$ cat src/rtl/lsu_pkg.sv
// ============================================================================
// Module   : lsu_pkg
// Purpose  : Shared size encodings, FSM states and misalignment check for lsu.
// Revision : 1.0
// ============================================================================
`default_nettype none

package lsu_pkg;

   localparam logic [1:0] SZ_BYTE = 2'b00;
   localparam logic [1:0] SZ_HALF = 2'b01;
   localparam logic [1:0] SZ_WORD = 2'b10;

   typedef enum logic [1:0] {
      ST_IDLE = 2'd0,
      ST_REQ  = 2'd1,
      ST_WAIT = 2'd2
   } lsu_state_t;

   // Reserved size 2'b11 behaves as a word.
   function automatic logic is_misaligned(input logic [1:0] size,
                                          input logic [1:0] addr_lo);
      case (size)
         SZ_BYTE: return 1'b0;
         SZ_HALF: return addr_lo[0];
         default: return |addr_lo;
      endcase
   endfunction

endpackage

`default_nettype wire

$ cat src/rtl/lsu_align.sv
// ============================================================================
// Module   : lsu_align
// Purpose  : Store lane/strobe generation and load lane select with extension.
// Revision : 1.0
// ============================================================================
`default_nettype none

module lsu_align
   import lsu_pkg::*;
#(
   parameter int XLEN = 32
) (
   input  logic [1:0]      size,
   input  logic [1:0]      addr_lo,
   input  logic            is_unsigned,
   input  logic [XLEN-1:0] st_data,
   output logic [3:0]      st_strb,
   output logic [XLEN-1:0] st_wdata,
   input  logic [XLEN-1:0] ld_rdata,
   output logic [XLEN-1:0] ld_data
);

   logic [XLEN-1:0] w_shift;
   logic [7:0]      w_byte;
   logic [15:0]     w_half;

   assign w_shift = ld_rdata >> {addr_lo, 3'b000};
   assign w_byte  = w_shift[7:0];
   assign w_half  = addr_lo[1] ? ld_rdata[31:16] : ld_rdata[15:0];

   // Low address bits below the access size are simply not consulted.
   always_comb begin
      st_strb  = 4'b1111;
      st_wdata = st_data;
      ld_data  = ld_rdata;
      case (size)
         SZ_BYTE: begin
            st_strb  = 4'b0001 << addr_lo;
            st_wdata = {4{st_data[7:0]}};
            ld_data  = is_unsigned ? {{(XLEN-8){1'b0}}, w_byte}
                                   : {{(XLEN-8){w_byte[7]}}, w_byte};
         end
         SZ_HALF: begin
            st_strb  = addr_lo[1] ? 4'b1100 : 4'b0011;
            st_wdata = {2{st_data[15:0]}};
            ld_data  = is_unsigned ? {{(XLEN-16){1'b0}}, w_half}
                                   : {{(XLEN-16){w_half[15]}}, w_half};
         end
         default: begin
            st_strb  = 4'b1111;
            st_wdata = st_data;
            ld_data  = ld_rdata;
         end
      endcase
   end

endmodule

`default_nettype wire

$ cat src/rtl/lsu.sv
// ============================================================================
// Module   : lsu
// Purpose  : Single-outstanding load/store unit with request/grant/response
//            memory handshake. Optional macro: LSU_MISALIGN_TRAP_EN.
// Revision : 1.0
// ============================================================================
`default_nettype none

module lsu
   import lsu_pkg::*;
#(
   parameter int XLEN = 32
) (
   input  logic            clk,
   input  logic            rst,
   input  logic            req_valid,
   output logic            req_ready,
   input  logic            req_we,
   input  logic [1:0]      req_size,
   input  logic            req_unsigned,
   input  logic [XLEN-1:0] req_addr,
   input  logic [XLEN-1:0] req_wdata,
   input  logic [4:0]      req_rd,
   output logic            mem_req,
   output logic            mem_we,
   output logic [XLEN-1:0] mem_addr,
   output logic [3:0]      mem_wstrb,
   output logic [XLEN-1:0] mem_wdata,
   input  logic            mem_gnt,
   input  logic            mem_rvalid,
   input  logic [XLEN-1:0] mem_rdata,
   output logic            wb_valid,
   output logic [4:0]      wb_rd,
   output logic [XLEN-1:0] wb_data,
   output logic            busy
`ifdef LSU_MISALIGN_TRAP_EN
   ,
   output logic            misalign
`endif
);

   lsu_state_t r_state, w_state_nxt;

   logic            w_accept;
   logic            w_trap;
   logic            w_ld_done;

   logic            r_we;
   logic [1:0]      r_size;
   logic            r_unsigned;
   logic [XLEN-1:0] r_addr;
   logic [XLEN-1:0] r_wdata;
   logic [4:0]      r_rd;

   logic            r_wb_valid;
   logic [4:0]      r_wb_rd;
   logic [XLEN-1:0] r_wb_data;

   logic [3:0]      w_strb;
   logic [XLEN-1:0] w_st_wdata;
   logic [XLEN-1:0] w_ld_data;

   always_ff @(posedge clk) begin
      if (rst) r_state <= ST_IDLE;
      else     r_state <= w_state_nxt;
   end

   always_comb begin
      w_state_nxt = r_state;
      w_accept    = 1'b0;
      w_trap      = 1'b0;
      w_ld_done   = 1'b0;
      req_ready   = 1'b0;
      mem_req     = 1'b0;
      case (r_state)
         ST_IDLE: begin
            req_ready = 1'b1;
            if (req_valid) begin
               w_accept = 1'b1;
`ifdef LSU_MISALIGN_TRAP_EN
               w_trap = is_misaligned(req_size, req_addr[1:0]);
`endif
               if (!w_trap) w_state_nxt = ST_REQ;
            end
         end
         ST_REQ: begin
            mem_req = 1'b1;
            if (mem_gnt) w_state_nxt = r_we ? ST_IDLE : ST_WAIT;
         end
         ST_WAIT: begin
            if (mem_rvalid) begin
               w_ld_done   = 1'b1;
               w_state_nxt = ST_IDLE;
            end
         end
         default: w_state_nxt = ST_IDLE;
      endcase
   end

   // Holding registers keep every mem_* output stable while the grant is pending.
   always_ff @(posedge clk) begin
      if (rst) begin
         r_we       <= 1'b0;
         r_size     <= SZ_BYTE;
         r_unsigned <= 1'b0;
         r_addr     <= '0;
         r_wdata    <= '0;
         r_rd       <= '0;
      end else if (w_accept) begin
         r_we       <= req_we;
         r_size     <= req_size;
         r_unsigned <= req_unsigned;
         r_addr     <= req_addr;
         r_wdata    <= req_wdata;
         r_rd       <= req_rd;
      end
   end

   always_ff @(posedge clk) begin
      if (rst) begin
         r_wb_valid <= 1'b0;
         r_wb_rd    <= '0;
         r_wb_data  <= '0;
      end else begin
         r_wb_valid <= w_ld_done;
         if (w_ld_done) begin
            r_wb_rd   <= r_rd;
            r_wb_data <= w_ld_data;
         end
      end
   end

`ifdef LSU_MISALIGN_TRAP_EN
   logic r_misalign;

   always_ff @(posedge clk) begin
      if (rst) r_misalign <= 1'b0;
      else     r_misalign <= w_trap;
   end

   assign misalign = r_misalign;
`endif

   lsu_align #(
      .XLEN (XLEN)
   ) u_align (
      .size        (r_size),
      .addr_lo     (r_addr[1:0]),
      .is_unsigned (r_unsigned),
      .st_data     (r_wdata),
      .st_strb     (w_strb),
      .st_wdata    (w_st_wdata),
      .ld_rdata    (mem_rdata),
      .ld_data     (w_ld_data)
   );

   assign mem_we    = r_we;
   assign mem_addr  = {r_addr[XLEN-1:2], 2'b00};
   assign mem_wstrb = r_we ? w_strb : 4'b0000;
   assign mem_wdata = w_st_wdata;
   assign wb_valid  = r_wb_valid;
   assign wb_rd     = r_wb_rd;
   assign wb_data   = r_wb_data;
   assign busy      = !req_ready;

endmodule

`default_nettype wire

$ cat config.mk
export PLATFORM = sky130hd
export DESIGN_NAME = lsu
export DESIGN_NICKNAME = d
export VERILOG_FILES = /design/src/rtl/lsu_pkg.sv /design/src/rtl/lsu_align.sv /design/src/rtl/lsu.sv
export SDC_FILE = /design/constraint.sdc
export NUM_CORES = 1
export LEC_CHECK = 0
export BUFFER_PORTS_ARGS = -buffer_cell sky130_fd_sc_hd__buf_4
export CAP_MARGIN = 20
export CORE_AREA = 2 2 114 116
export DETAILED_ROUTE_END_ITERATION = 6
export DIE_AREA = 0 0 116 118
export GPL_TIMING_DRIVEN = 1
export PLACE_DENSITY = 0.85
export SETUP_SLACK_MARGIN = 0.3
export SYNTH_ARGS = -nofsm -noshare
export SYNTH_HDL_FRONTEND = slang
export SYNTH_SLANG_ARGS = --single-unit
$ cat constraint.sdc
create_clock -name clk -period 1.3 [get_ports clk]
set_input_delay 0 -clock clk [delete_from_list [all_inputs] [get_ports clk]]
set_output_delay 0 -clock clk [all_outputs]
set_load 0.01 [all_outputs]
==> results.md, run 1 <==
Final layout:
- In the final layout, flip-flops and latches occupy 2300 um2.
- Of the cells placed in the final design, the portion with a size suffix greater than 1 is 66.6%.
- The number of fill cells in the layout is 336.
- In the final layout, the multi-input gates occupy 4070 um2.
- The final instance count without filler cells is 1202.
- Leaving out fill and tap cells, the most frequent cell in the layout is sky130_fd_sc_hd__buf_4.
- The library cells used most frequently in the layout, excluding fill and tap cells, are sky130_fd_sc_hd__buf_4, sky130_fd_sc_hd__dlygate4sd3_1, sky130_fd_sc_hd__nand2_4, sky130_fd_sc_hd__dfxtp_1, sky130_fd_sc_hd__a21oi_2.
- The area overhead of the layout relative to synthesis is 123%.
- The final standard cell utilization of the core is 93.7%.
- At the end of the flow, the number of nets in the layout was 1128.

Place:
- The final weighted congestion in routability-driven placement is 0.911.
- In this run, placement finished with an instance count of 989.
- Port buffering added 217 buffers.
- The placed wire-length estimate after detailed placement is 11.8 mm.

Drt:
- In the final routed layout, each cell accounts on average for 31.3 um.
- The remaining antenna violation count after routing is 0.
- Dividing the detail-routed via count by the number of cells gives 6.54.
- The detailed router finished its first iteration with 1160 violations.
- After detailed routing, the total wire length is 37.6 mm.
- The post-route DRC violation count is 0.
- The routed via count is 7866.
- The detailed-routing iteration count for the pre-antenna-repair pass is 6.

Setup path:
- The slack of the worst reg-to-reg path is -490 ps.
- The logic depth of the worst register-to-register path is 7.
- Together, buffers and inverters on the worst path number 3.
- The largest fanout of any net on the critical path is 7.
- STA puts the critical path data required time at 1620 ps.
- STA classifies the critical path startpoint as a flip-flop.
- The largest individual stage delay along the critical path comes from the cell sky130_fd_sc_hd__dfxtp_4.
- STA classifies the critical path endpoint as a flip-flop.
- The most numerous cell on the critical path is sky130_fd_sc_hd__buf_6.
- STA puts the critical path data arrival time at 2110 ps.
- Traced cell by cell, the critical path runs through buf_6 > buf_6 > buf_4 > nand2b_2 > o22ai_1 > a211o_1 > a21oi_1.
- The startpoint of the most critical register-to-register path is r_size[1].
- The cell family with the largest share of critical-path delay is compound AO/OA/AOI/OAI gates.
- The maximum single-stage delay on the critical path is 380 ps.
- By startpoint and endpoint, the worst setup path is classified as reg -> reg.
- The endpoint of the worst register-to-register path is wb_data[1].

STA:
- For this run, the top clock speed supported by timing is 0.558 GHz.
- The worst path in the final design needs a cycle of 1790 ps, including I/O delays and setup.
- In the finished design, the share of the clock period the worst path needs comes to 138%.
- After layout, the worst setup slack is -492 ps.
- The number of slew-limit violations in the final report was 0.
- The clock tree skew after final layout is 18.5 ps.
- Setup repair after global routing could not meet its margin everywhere.
- The number of hold violations in the final report is 0.
- Setup violations remaining at the end of the flow were counted as 139.
- The setup TNS is -28950 ps.

Logic synthesis:
- After synthesis, the largest family of logic cells by area is compound AO/OA/AOI/OAI gates.
- The adder and majority cell fraction of the synthesized area is 0%.
- The compound-gate portion of the synthesized area is 22.1%.
- After synthesis the cells add up to 5220 um2.
- The fraction of synthesized cell area in xor and xnor cells is 0%.
- The sequential-to-total area share from yosys stat is 43.4%.
- The area share of and/or/nand/nor cells after synthesis is 18.5%.
- The mux cell area share after synthesis is 5.81%.
- A synthesized cell averages 8.00 um2.
- Synthesis instantiated 36 different standard cells from the library.
- During synthesis, Yosys emitted a total of 0 warnings.
- Synthesis produced 652 cells.
- The post-synthesis register bit count is 113.

Power and ir drop:
- The maximum VDD drop is 1060 uV.
- The power density of the placed cells is 1090 nW/um2.
- The analysis attributes to cell leakage a power of 5.08 nW.

Floorplanning:
- The region available for standard cell placement spans 12400 um2.
- During I/O placement, the number of pins put on the boundary was 220.
- Row generation in the floorplan step produced 41 rows.
- The area of the die is 13700 um2.
- The starting utilization of the core area is 42.0%.
- From left edge to right edge, the die measures 116 um.
- The floorplan step set the die height to 118 um.

Run:
- The total of max-cap violations is 0.

Clock network:
- The number of clock sinks is 113.
- The CTS tree is done.
- The clock passes through at most 2 buffers.
- At the later pin of the worst-skew pair, clock insertion delay measures 440 ps.
- Clock-pin slew was measured on the worst setup and hold paths at 70 ps.
- In this run the number of H-tree levels came out at 4.
- The cell at the root of the clock tree is sky130_fd_sc_hd__clkbuf_16.
- The number of clock buffers inserted by TritonCTS is 17.

Hold path:
- The path with the worst hold slack has its endpoint at wb_data[6].
- The cell depth of the worst hold path is 4.
- The class of the most critical hold timing path is in -> reg.
- The start point of the worst min-delay path is mem_rdata[6].

Global routing:
- The global-route usage over all layers is 39.4%.
- The wire length of the first global-routing pass is 40.9 mm.
- The initial antenna violation count came to 3.
- The total congestion overflow after global routing is 0.
- Entering global routing, the biggest net connects 40 pins.
- The number of global-route vias before repair is 7316.

Outcome:
- The flow ran to the end, but the final reports show violations.
- The checks that failed: setup timing.
worst register-to-register path, cell delays in order (launching register included):
cell and delay, ps:
sky130_fd_sc_hd__dfxtp_4 380, sky130_fd_sc_hd__buf_6 110, sky130_fd_sc_hd__buf_6 120, sky130_fd_sc_hd__buf_4 120, sky130_fd_sc_hd__nand2b_2 210, sky130_fd_sc_hd__o22ai_1 120, sky130_fd_sc_hd__a211o_1 320, sky130_fd_sc_hd__a21oi_1 290
logic make-up (layout without fill, tap and decap cells):
kind of cell / Yosys count / after routing
compound gates: 176 / 177
buf+inv: 93 / 465
flops: 113 / 113
mux: 28 / 28
other cells: 1 / 4
simple gates: 241 / 243
synthesized netlist by cell type, drive strengths merged:
cell type    n  area [um2]
a211o        7        61.3
a211oi      31         318
a21oi       97         485
a22oi        1        7.51
a2bb2oi      8        70.1
a311oi       1        8.76
a31oi        1        6.26
and2         1        6.26
and2b        1        7.51
and3b        1        8.76
buf         66         429
clkbuf      22        82.6
clkinv       1        3.75
conb         1        3.75
dfxtp      113        2260
inv          4        15.0
mux2        18         203
mux2i       10         100
nand2      191         717
nand2b       2        12.5
nand3b       2        15.0
nor2        33         129
nor2b        8        50.1
nor3b        1        7.51
o2111a       1        11.3
o21ai       19        95.1
o21bai       1        7.51
o22ai        7        43.8
o31a         1        17.5
o41a         1        21.3
or3b         1        8.76
sequential cells by signal, indices dropped and copies added (netlist names):
name        cells
r_size          2
mem_we          1
wb_rd           5
r_rd            5
r_addr         32
wb_valid        1
r_wdata        32
r_unsigned      1
r_state         2
wb_data        32
metal layers:
metal,wire (um),vias to the layer above,part of all wire (%),global-route usage [%]
li1,-,2910,-,-
met1,11900,3624,32,41.9
met2,16100,942,43,66.6
met3,5040,388,13,11.6
met4,4590,2,12,26.1
met5,8,-,0.021,0
metrics by stage:
stage | hold slack, ps | power, mW | worst slack [ps] | area, um2
3_5_place_dp | 256 | 5.48 | -216 | 6990
4_1_cts | 3.17 | 11.3 | -302 | 10400
6_report | 8.32 | 12.7 | -492 | 11600
3_3_place_gp | 246 | 5.45 | -162 | 6990
5_1_grt | 36.1 | 12.8 | -681 | 11600
2_1_floorplan | 128 | 4.81 | -59.9 | 5460
where the power goes:
part	switching [mW]	internal (mW)
sequential	0.284	3.64
combinational	1.90	1.96
clock	1.87	3.03
total	4.05	8.63
how the worst max path moves through the flow:
stage          startpoint       endpoint  slack (ps)  cells after the start
3_5_place_dp    r_addr[0]     wb_data[5]        -220                      4
4_1_cts         r_size[1]  mem_wdata[14]        -300                      5
3_3_place_gp    r_addr[0]     wb_data[5]        -160                      4
5_1_grt         r_size[1]     wb_data[1]        -680                      7
2_1_floorplan   r_addr[0]    wb_data[20]         -60                      6
6_report        r_size[1]     wb_data[1]        -490                      7
timing repair:
item | 4_1_cts | 5_1_grt
cloned | 23 | 1
setup endpoints to repair | 144 | 147
setup buffers | 38 | 19
hold buffers | 99 | 2
gates resized for setup | 269 | 252
endpoints found under the hold margin | 101 | 2
pin swaps | 116 | 95
layout make-up:
cell class | count | share of cell area, %
inverter | 5 | 0.258
multi-input combinational | 450 | 34.9
sequential | 113 | 19.8
clock buffer | 23 | 4.28
timing repair buffer | 431 | 38.1
antenna | 2 | 0.0430
clock inverter | 6 | 0.688
tap | 172 | 1.85
No activity file was read; power rests on OpenSTA's default activity.
==> run 2: changes to the inputs <==
--- a/config.mk
+++ b/config.mk
@@ -13,6 +13,7 @@
 export GPL_TIMING_DRIVEN = 1
 export PLACE_DENSITY = 0.85
 export SETUP_SLACK_MARGIN = 0.3
+export SKIP_CTS_REPAIR_TIMING = 1
 export SYNTH_ARGS = -nofsm -noshare
 export SYNTH_HDL_FRONTEND = slang
 export SYNTH_SLANG_ARGS = --single-unit
==> run 2 against run 1 <==
Against the previous run:
- the run ends with hold timing, setup timing left
- clock skew fell by 9.5 ps
- critical path depth fell by 2
- clock-buffer cell count did not move
- total power fell by 9.5%
- clock power fell by 4.7%
- via count fell by 16%
- worst setup slack improved by 140 ps
- wire length fell by 29%
- worst hold slack got worse by 16 ps
==> results.md, run 2 (synthesis gave the netlist of run 1 again) <==
Outcome:
- The flow ran to the end, but the final reports show violations.
- The final reports fail on hold timing, setup timing.

Power and ir drop:
- The leakage power is 4.51 nW.
- In this run the power density over the cells is 1100 nW/um2.
- VDD sags by at most 914 uV.

Clock network:
- For this design, the sink count on the clock tree is 113.
- Counting the buffers created by CTS gives 17.
- The deepest level of the CTS H-tree is 4.
- The clock latency on the worst-skew pair is 410 ps.
- The longest clock path from root to sink contains 2 buffers.
- After clock tree synthesis, the clock-pin slew on the worst setup and hold paths is 50 ps.
- The CTS tree is done.
- The root buffer cell chosen for the clock tree is sky130_fd_sc_hd__clkbuf_16.

Floorplanning:
- The die height is 118 um.
- The total area inside the core boundary comes to 12400 um2.
- The starting utilization of the core area is 42.0%.
- The floorplan has 41 rows.
- In this run the horizontal extent of the chip is 116 um.
- The die covers 13700 um2.
- 220 I/O pins were placed.

Place:
- Buffers placed on the I/O ports in this run total 217.
- The placed wire-length estimate after detailed placement is 11.8 mm.
- The final weighted congestion in routability-driven placement is 0.911.
- After detailed placement, the total cell area comes to 6990 um2.

STA:
- The minimum setup slack in the final design is -351 ps.
- The maximum clock frequency is 0.606 GHz.
- The number of hold violations in the final report is 2.
- Setup repair after global routing could not meet its margin everywhere.
- The worst path in the final design needs a cycle of 1650 ps, including I/O delays and setup.
- In the finished design, the share of the clock period the worst path needs comes to 127%.
- The number of slew-limit violations in the final report came to 0.
- The clock tree skew after final layout is 8.98 ps.
- Setup violations remaining at the end of the flow were counted as 130.
- Final hold analysis gives a worst-case slack of -7.26 ps.

Run:
- Across the run, the number of max-cap violations was 0.

Hold path:
- Along the worst hold path, the cell count comes to 3.
- The class of the most critical hold timing path is in -> reg.

Drt:
- The final routed wire length divided by cell count is 22.9 um.
- The detailed-routing iteration count for the pre-antenna-repair pass is 5.
- The routed via count is 6618.
- The routed design has 26.7 mm of wire.
- In the routed design, unresolved DRC markers number 0.
- Once detail routing completed, the nets flagged for antenna violations numbered 0.
- In the routed layout, each cell is associated on average with a via count of 5.67.
- The number of violations reported at the end of detailed-routing iteration 0 is 575.

Final layout:
- The area of the multi-input gates is 3480 um2.
- The library cells used most frequently in the layout, excluding fill and tap cells, are sky130_fd_sc_hd__buf_4, sky130_fd_sc_hd__nand2_1, sky130_fd_sc_hd__dfxtp_1.
- Summing all non-filler instances in the final layout gives an area of 10400 um2.
- The fraction of layout cells with a size suffix above 1 is 57.8%.
- The layout has 609 filler cells.
- The most frequent standard cell in the layout excluding fill and tap cells is sky130_fd_sc_hd__buf_4.
- Registers take 2290 um2.
- The area overhead of the layout relative to synthesis is 99.2%.
- After the last flow step, the layout net total stands at 1095.

Setup path:
- The sort of element at the end of the critical path is an output port.
- Among all stages on the critical path, the largest delay is contributed by sky130_fd_sc_hd__dfxtp_4.
- The type of the worst setup path is reg -> out.
- Along the worst path, the maximum fanout reaches 8.
- For this run, the slowest stage of the critical path takes 350 ps.
- The critical path startpoint category is a flip-flop.
- The critical path contains buffers and inverters numbering 3 combined.
- The cell family with the largest share of critical-path delay is buffers and inverters.
- In this run the number of cells on the critical path is 5.
- The most numerous cell on the critical path is sky130_fd_sc_hd__buf_6.
- The worst endpoint data arrival time is 1650 ps.
- Walking the worst path, the cells encountered are buf_6 > nor2_4 > buf_12 > mux2_4 > buf_6.
- STA puts the critical path data required time at 1300 ps.
- The logic depth of the worst register-to-register path is 5.

Global routing:
- The initial antenna violation count is 1.
- The largest net degree at the start of global routing is 41.
- The number of global-route vias before repair is 5104.
- The wire length of the first global-routing pass is 25.2 mm.
- Global routing used 23.4% of the available tracks across all layers.
- The total congestion overflow after global routing is 0.
==> run 2: changes by cell type in the layout (fill, tap and decap cells not counted), moves of 13 or more <==
cell,change
sky130_fd_sc_hd__buf_16,-17
sky130_fd_sc_hd__buf_6,-18
sky130_fd_sc_hd__nand2_1,+52
sky130_fd_sc_hd__nand2_4,-39
sky130_fd_sc_hd__clkbuf_16,+13
sky130_fd_sc_hd__a21oi_1,+14
sky130_fd_sc_hd__buf_12,-13
==> run 2: report_power, final <==
part / switching (mW) / total [mW] / leakage [nW] / internal [mW]
logic: 1.43 / 2.97 / 3.29 / 1.53
registers: 0.183 / 3.83 / 0.929 / 3.64
clock network: 1.65 / 4.67 / 0.291 / 3.03
==> run 2: cell type report <==
class                           instances  share of cell area, %
Timing Repair Buffer                  398                   36.6
Multi-Input combinational cell        450                   33.5
Sequential cell                       113                   22.0
Clock buffer                           23                   4.79
Tap cell                              172                   2.07
Clock inverter                          6                  0.771
Inverter                                5                  0.217
Antenna cell                            1                 0.0241
==> run 2: path summary, 6_finish.rpt <==
kind	from	end	slack, ps
worst min-delay path	mem_rdata[11]	wb_data[11]	-7
worst min register to register	wb_data[6]	wb_data[6]	460
worst max register to register	r_state[0]	wb_data[2]	-230
worst max-delay path	r_size[1]	mem_wdata[8]	-350
==> run 2: metal layers <==
| layer | wire [um] | GRT usage (%) |
|---|---|---|
| met4 | 1860 | 7.96 |
| met1 | 9280 | 27.0 |
| met2 | 13300 | 39.2 |
| met3 | 2310 | 9.37 |
| met5 | 0 | 0 |
==> run 2: through the flow <==
stage	power (mW)	cells	util, %	setup WS (ps)	TNS, ps
final	11.5	1168	83.7	-351	-16110
after global routing	11.7	1168	83.7	-388	-20440
after detailed placement	5.48	989	56.3	-216	-6230
after global placement	5.45	989	56.3	-162	-4360
after CTS	10.0	1018	61.0	-574	-17320
after floorplan	4.81	653	-	-59.9	-979
==> run 2: worst register-to-register path, delay by kind of cell, from the launching register on <==
kind	cells	cell delay, ps
AOI/OAI and AO/OA	3	550
DFF	1	360
and+or+nand+nor	1	360
buffers and inverters	1	200
==> run 3: changes to the inputs <==
--- a/config.mk
+++ b/config.mk
@@ -7,11 +7,12 @@
 export LEC_CHECK = 0
 export BUFFER_PORTS_ARGS = -buffer_cell sky130_fd_sc_hd__buf_4
 export CAP_MARGIN = 20
-export CORE_AREA = 2 2 114 116
+export CORE_AREA = 2 2 108 110
+export CTS_CLUSTER_SIZE = 10
 export DETAILED_ROUTE_END_ITERATION = 6
-export DIE_AREA = 0 0 116 118
+export DIE_AREA = 0 0 110 112
 export GPL_TIMING_DRIVEN = 1
-export PLACE_DENSITY = 0.85
+export PLACE_DENSITY = 0.9
 export SETUP_SLACK_MARGIN = 0.3
 export SKIP_CTS_REPAIR_TIMING = 1
 export SYNTH_ARGS = -nofsm -noshare
==> constraint.sdc (replaced) <==
create_clock -name clk -period 1.65 [get_ports clk]
set_input_delay 0 -clock clk [delete_from_list [all_inputs] [get_ports clk]]
set_output_delay 0 -clock clk [all_outputs]
set_load 0.01 [all_outputs]
==> run 3 against run 2 <==
Against the previous run:
- the run now ends clean
- sequential cell count stayed put
- worst setup slack better by 390 ps
- global-route usage is 1.2 points higher
- critical path depth stayed put
- critical endpoint is now wb_data[21]
- largest power group unchanged
- highest routed layer unchanged
==> results.md, run 3 (synthesis gave the netlist of run 1 again) <==
Power and ir drop:
- The maximum VDD drop is 732 uV.
- The share of total power in the clock network is 43.4%.
- The power share of the sequential group is 35.9%.
- The post-route total power is 8.31 mW.
- The internal power summed over all cells is 6.09 mW.
- Power spread over the standard cell area amounts to 929 nW/um2.
- The switching portion of total power is 26.8%.
- In this run the static leakage power is 3.76 nW.
- The switching power is 2.23 mW.
- The fraction of power consumed by combinational cells is 20.7%.

STA:
- Setup repair after global routing could not meet its margin everywhere.
- The number of slew-limit violations in the final report is 0.
- Setup slack closes at 40.0 ps.
- Setup violations remaining at the end of the flow were counted as 0.
- The number of hold violations in the final report is 0.
- The maximum clock frequency is 0.621 GHz.
- The final period utilization is 97.6%.
- The final-layout worst hold slack is 1.10 ps.
- The clock period minus worst slack is 1610 ps.
- On the final layout, the worst clock skew is 15.2 ps.

Clock network:
- The tree built by TritonCTS fans out to 113 sinks.
- After clock tree synthesis, the clock-pin slew on the worst setup and hold paths is 60 ps.
- The clock latency on the worst-skew pair is 420 ps.
- The clock tree synthesis step divided the H-tree into 4 levels.
- The number of clock buffers inserted by TritonCTS is 17.
- Counting along the longest clock path gives a buffer depth of 2.
- In this run the clock root is driven by a sky130_fd_sc_hd__clkbuf_16.
- The CTS tree is done.

Setup path:
- The worst setup path is of the reg -> reg kind.
- The sort of element at the end of the critical path is a flip-flop.
- The sum of buffers and inverters on the critical path is 2.
- STA puts the critical path data required time at 1930 ps.
- The endpoint of the worst register-to-register path is wb_data[21].
- In this run the critical register-to-register path is launched from r_state[0].
- For flop-to-flop paths, the worst setup slack is 40 ps.
- STA puts the critical path data arrival time at 1890 ps.
- On the critical path the largest part of the delay comes from simple AND/OR/NAND/NOR gates.
- The largest fanout of any net on the critical path is 10.
- Traced cell by cell, the critical path runs through and3b_2 > buf_4 > clkbuf_16 > nor2_1 > a211oi_2.
- The slowest cell on the critical path is sky130_fd_sc_hd__nor2_1.
- The maximum single-stage delay on the critical path is 390 ps.
- The critical path startpoint category is a flip-flop.
- The logic depth of the worst register-to-register path is 5.

Floorplanning:
- The die is 112 um tall.
- The starting utilization of the core area is 46.7%.
- The standard cell core area is 11200 um2.
- The area of the die is 12300 um2.
- The number of I/O pins is 220.
- The number of standard-cell rows in the floorplan is 39.
- The floorplan step set the die width to 110 um.

Global routing:
- In the global route stage, overall resource usage came out at 24.6%.
- The total congestion overflow after global routing is 0.
- The number of global-route vias before repair came to 5050.
- The largest net degree at the start of global routing is 54.
- The first global-routing pass estimated 23.9 mm of wire.
- The initial antenna violation count was 1.

Final layout:
- At the end of the flow, the number of nets in the layout was 1052.
- The count of inserted antenna diode cells is 0.
- Leaving out filler cells and counting taps, the final layout contains 1097.
- The number of fill cells in the layout is 641.
- The area overhead of the layout relative to synthesis is 71.5%.
- After routing the design area is 8950 um2.
- The most frequent standard cell in the layout excluding fill and tap cells is sky130_fd_sc_hd__buf_4.
- The post-route netlist has 39.5% of its cells at a drive strength greater than 1.
- The top cell types in the final layout, fill and taps aside, are sky130_fd_sc_hd__buf_4, sky130_fd_sc_hd__nand2_1, sky130_fd_sc_hd__dfxtp_1.

Drt:
- The detailed-routing iteration count for the pre-antenna-repair pass is 7.
- Dividing the detail-routed wire length by the instance count gives 20.2 um.
- Dividing the detail-routed via count by the number of cells gives 5.73.
- The number of violations reported at the end of detailed-routing iteration 0 is 711.
- The remaining antenna violation count after routing is 0.
- The routed layout has 6282 vias.
- For this run, design rule violations remaining after detail routing come to 0.
- For this block, the routed nets add up to 22.1 mm of wire.

Place:
- The number of placed instances with taps included is 945.
- At the placement stage, the worst setup path has a slack of 140 ps.
- The congestion estimate from routability-driven global placement came to 0.862.
- The placed wire-length estimate after detailed placement is 10.6 mm.
- The count of port buffers added during placement is 217.
- The post-detailed-placement cell area is 6760 um2.

Hold path:
- The min-delay analysis places its worst path in the category in -> reg.
- The worst hold path passes through 3 cells.
- For hold timing, the worst endpoint is wb_data[10].
- The start point of the worst min-delay path is mem_rdata[10].

Run:
- Across the run, the number of max-cap violations was 0.

Outcome:
- The flow ran to the end, and the final reports show no timing, DRC or antenna violations.
==> run 3: changes by cell type in the layout (fill, tap and decap cells not counted), sizes merged <==
cell	change
buf	-37
clkinvlp	+5
diode	-1
dlygate4sd3	+3
clkbuf	-10
nand2	-1
inv	-1
==> run 3: worst max-delay path by stage <==
stage	startpoint	to	depth (start not counted)
after floorplan	r_size[0]	wb_data[0]	6
after global placement	r_size[0]	mem_wdata[12]	4
after detailed placement	r_addr[1]	wb_data[8]	5
after CTS	r_size[0]	mem_wdata[13]	4
after global routing	r_addr[1]	wb_data[6]	5
final	r_state[0]	wb_data[21]	5
==> run 3: worst reg2reg max path, stage by stage, from the launching register on <==
cell and delay [ps]:
sky130_fd_sc_hd__dfxtp_4 360, sky130_fd_sc_hd__and3b_2 290, sky130_fd_sc_hd__buf_4 170, sky130_fd_sc_hd__clkbuf_16 170
sky130_fd_sc_hd__nor2_1 390, sky130_fd_sc_hd__a211oi_2 100
==> run 3: through the flow <==
step | utilization [%] | TNS, ps
after floorplan | - | 0
after global routing | 80.1 | -55.0
after detailed placement | 60.5 | 0
after global placement | 60.5 | 0
after CTS | 65.7 | -3210
final | 80.1 | 0
==> run 3: routing by layer <==
layer | up-vias | GRT usage [%] | part of all wire, % | wire [um]
li1 | 2741 | - | - | -
met1 | 2925 | 27.3 | 34 | 7440
met2 | 475 | 41.0 | 50 | 11000
met3 | 141 | 7.96 | 9.9 | 2190
met4 | 0 | 13.4 | 6.7 | 1480
met5 | - | 0 | 0 | 0
==> run 3: power groups by stage <==
stage	logic (mW)	clock network (mW)	registers, mW
after floorplan	0.702	0	3.00
after global placement	1.19	0	3.02
after detailed placement	1.21	0	3.02
after CTS	1.22	3.62	2.97
after global routing	1.82	3.77	3.00
final	1.72	3.61	2.98
==> run 3: layout make-up <==
type | count | area, um2 | share of cell area, %
tap | 143 | 179 | 2.00
timing repair buffer | 356 | 3180 | 35.6
clock buffer | 21 | 470 | 5.26
inverter | 5 | 26.3 | 0.294
clock inverter | 10 | 110 | 1.23
multi-input combinational | 449 | 2690 | 30.1
sequential | 113 | 2280 | 25.5
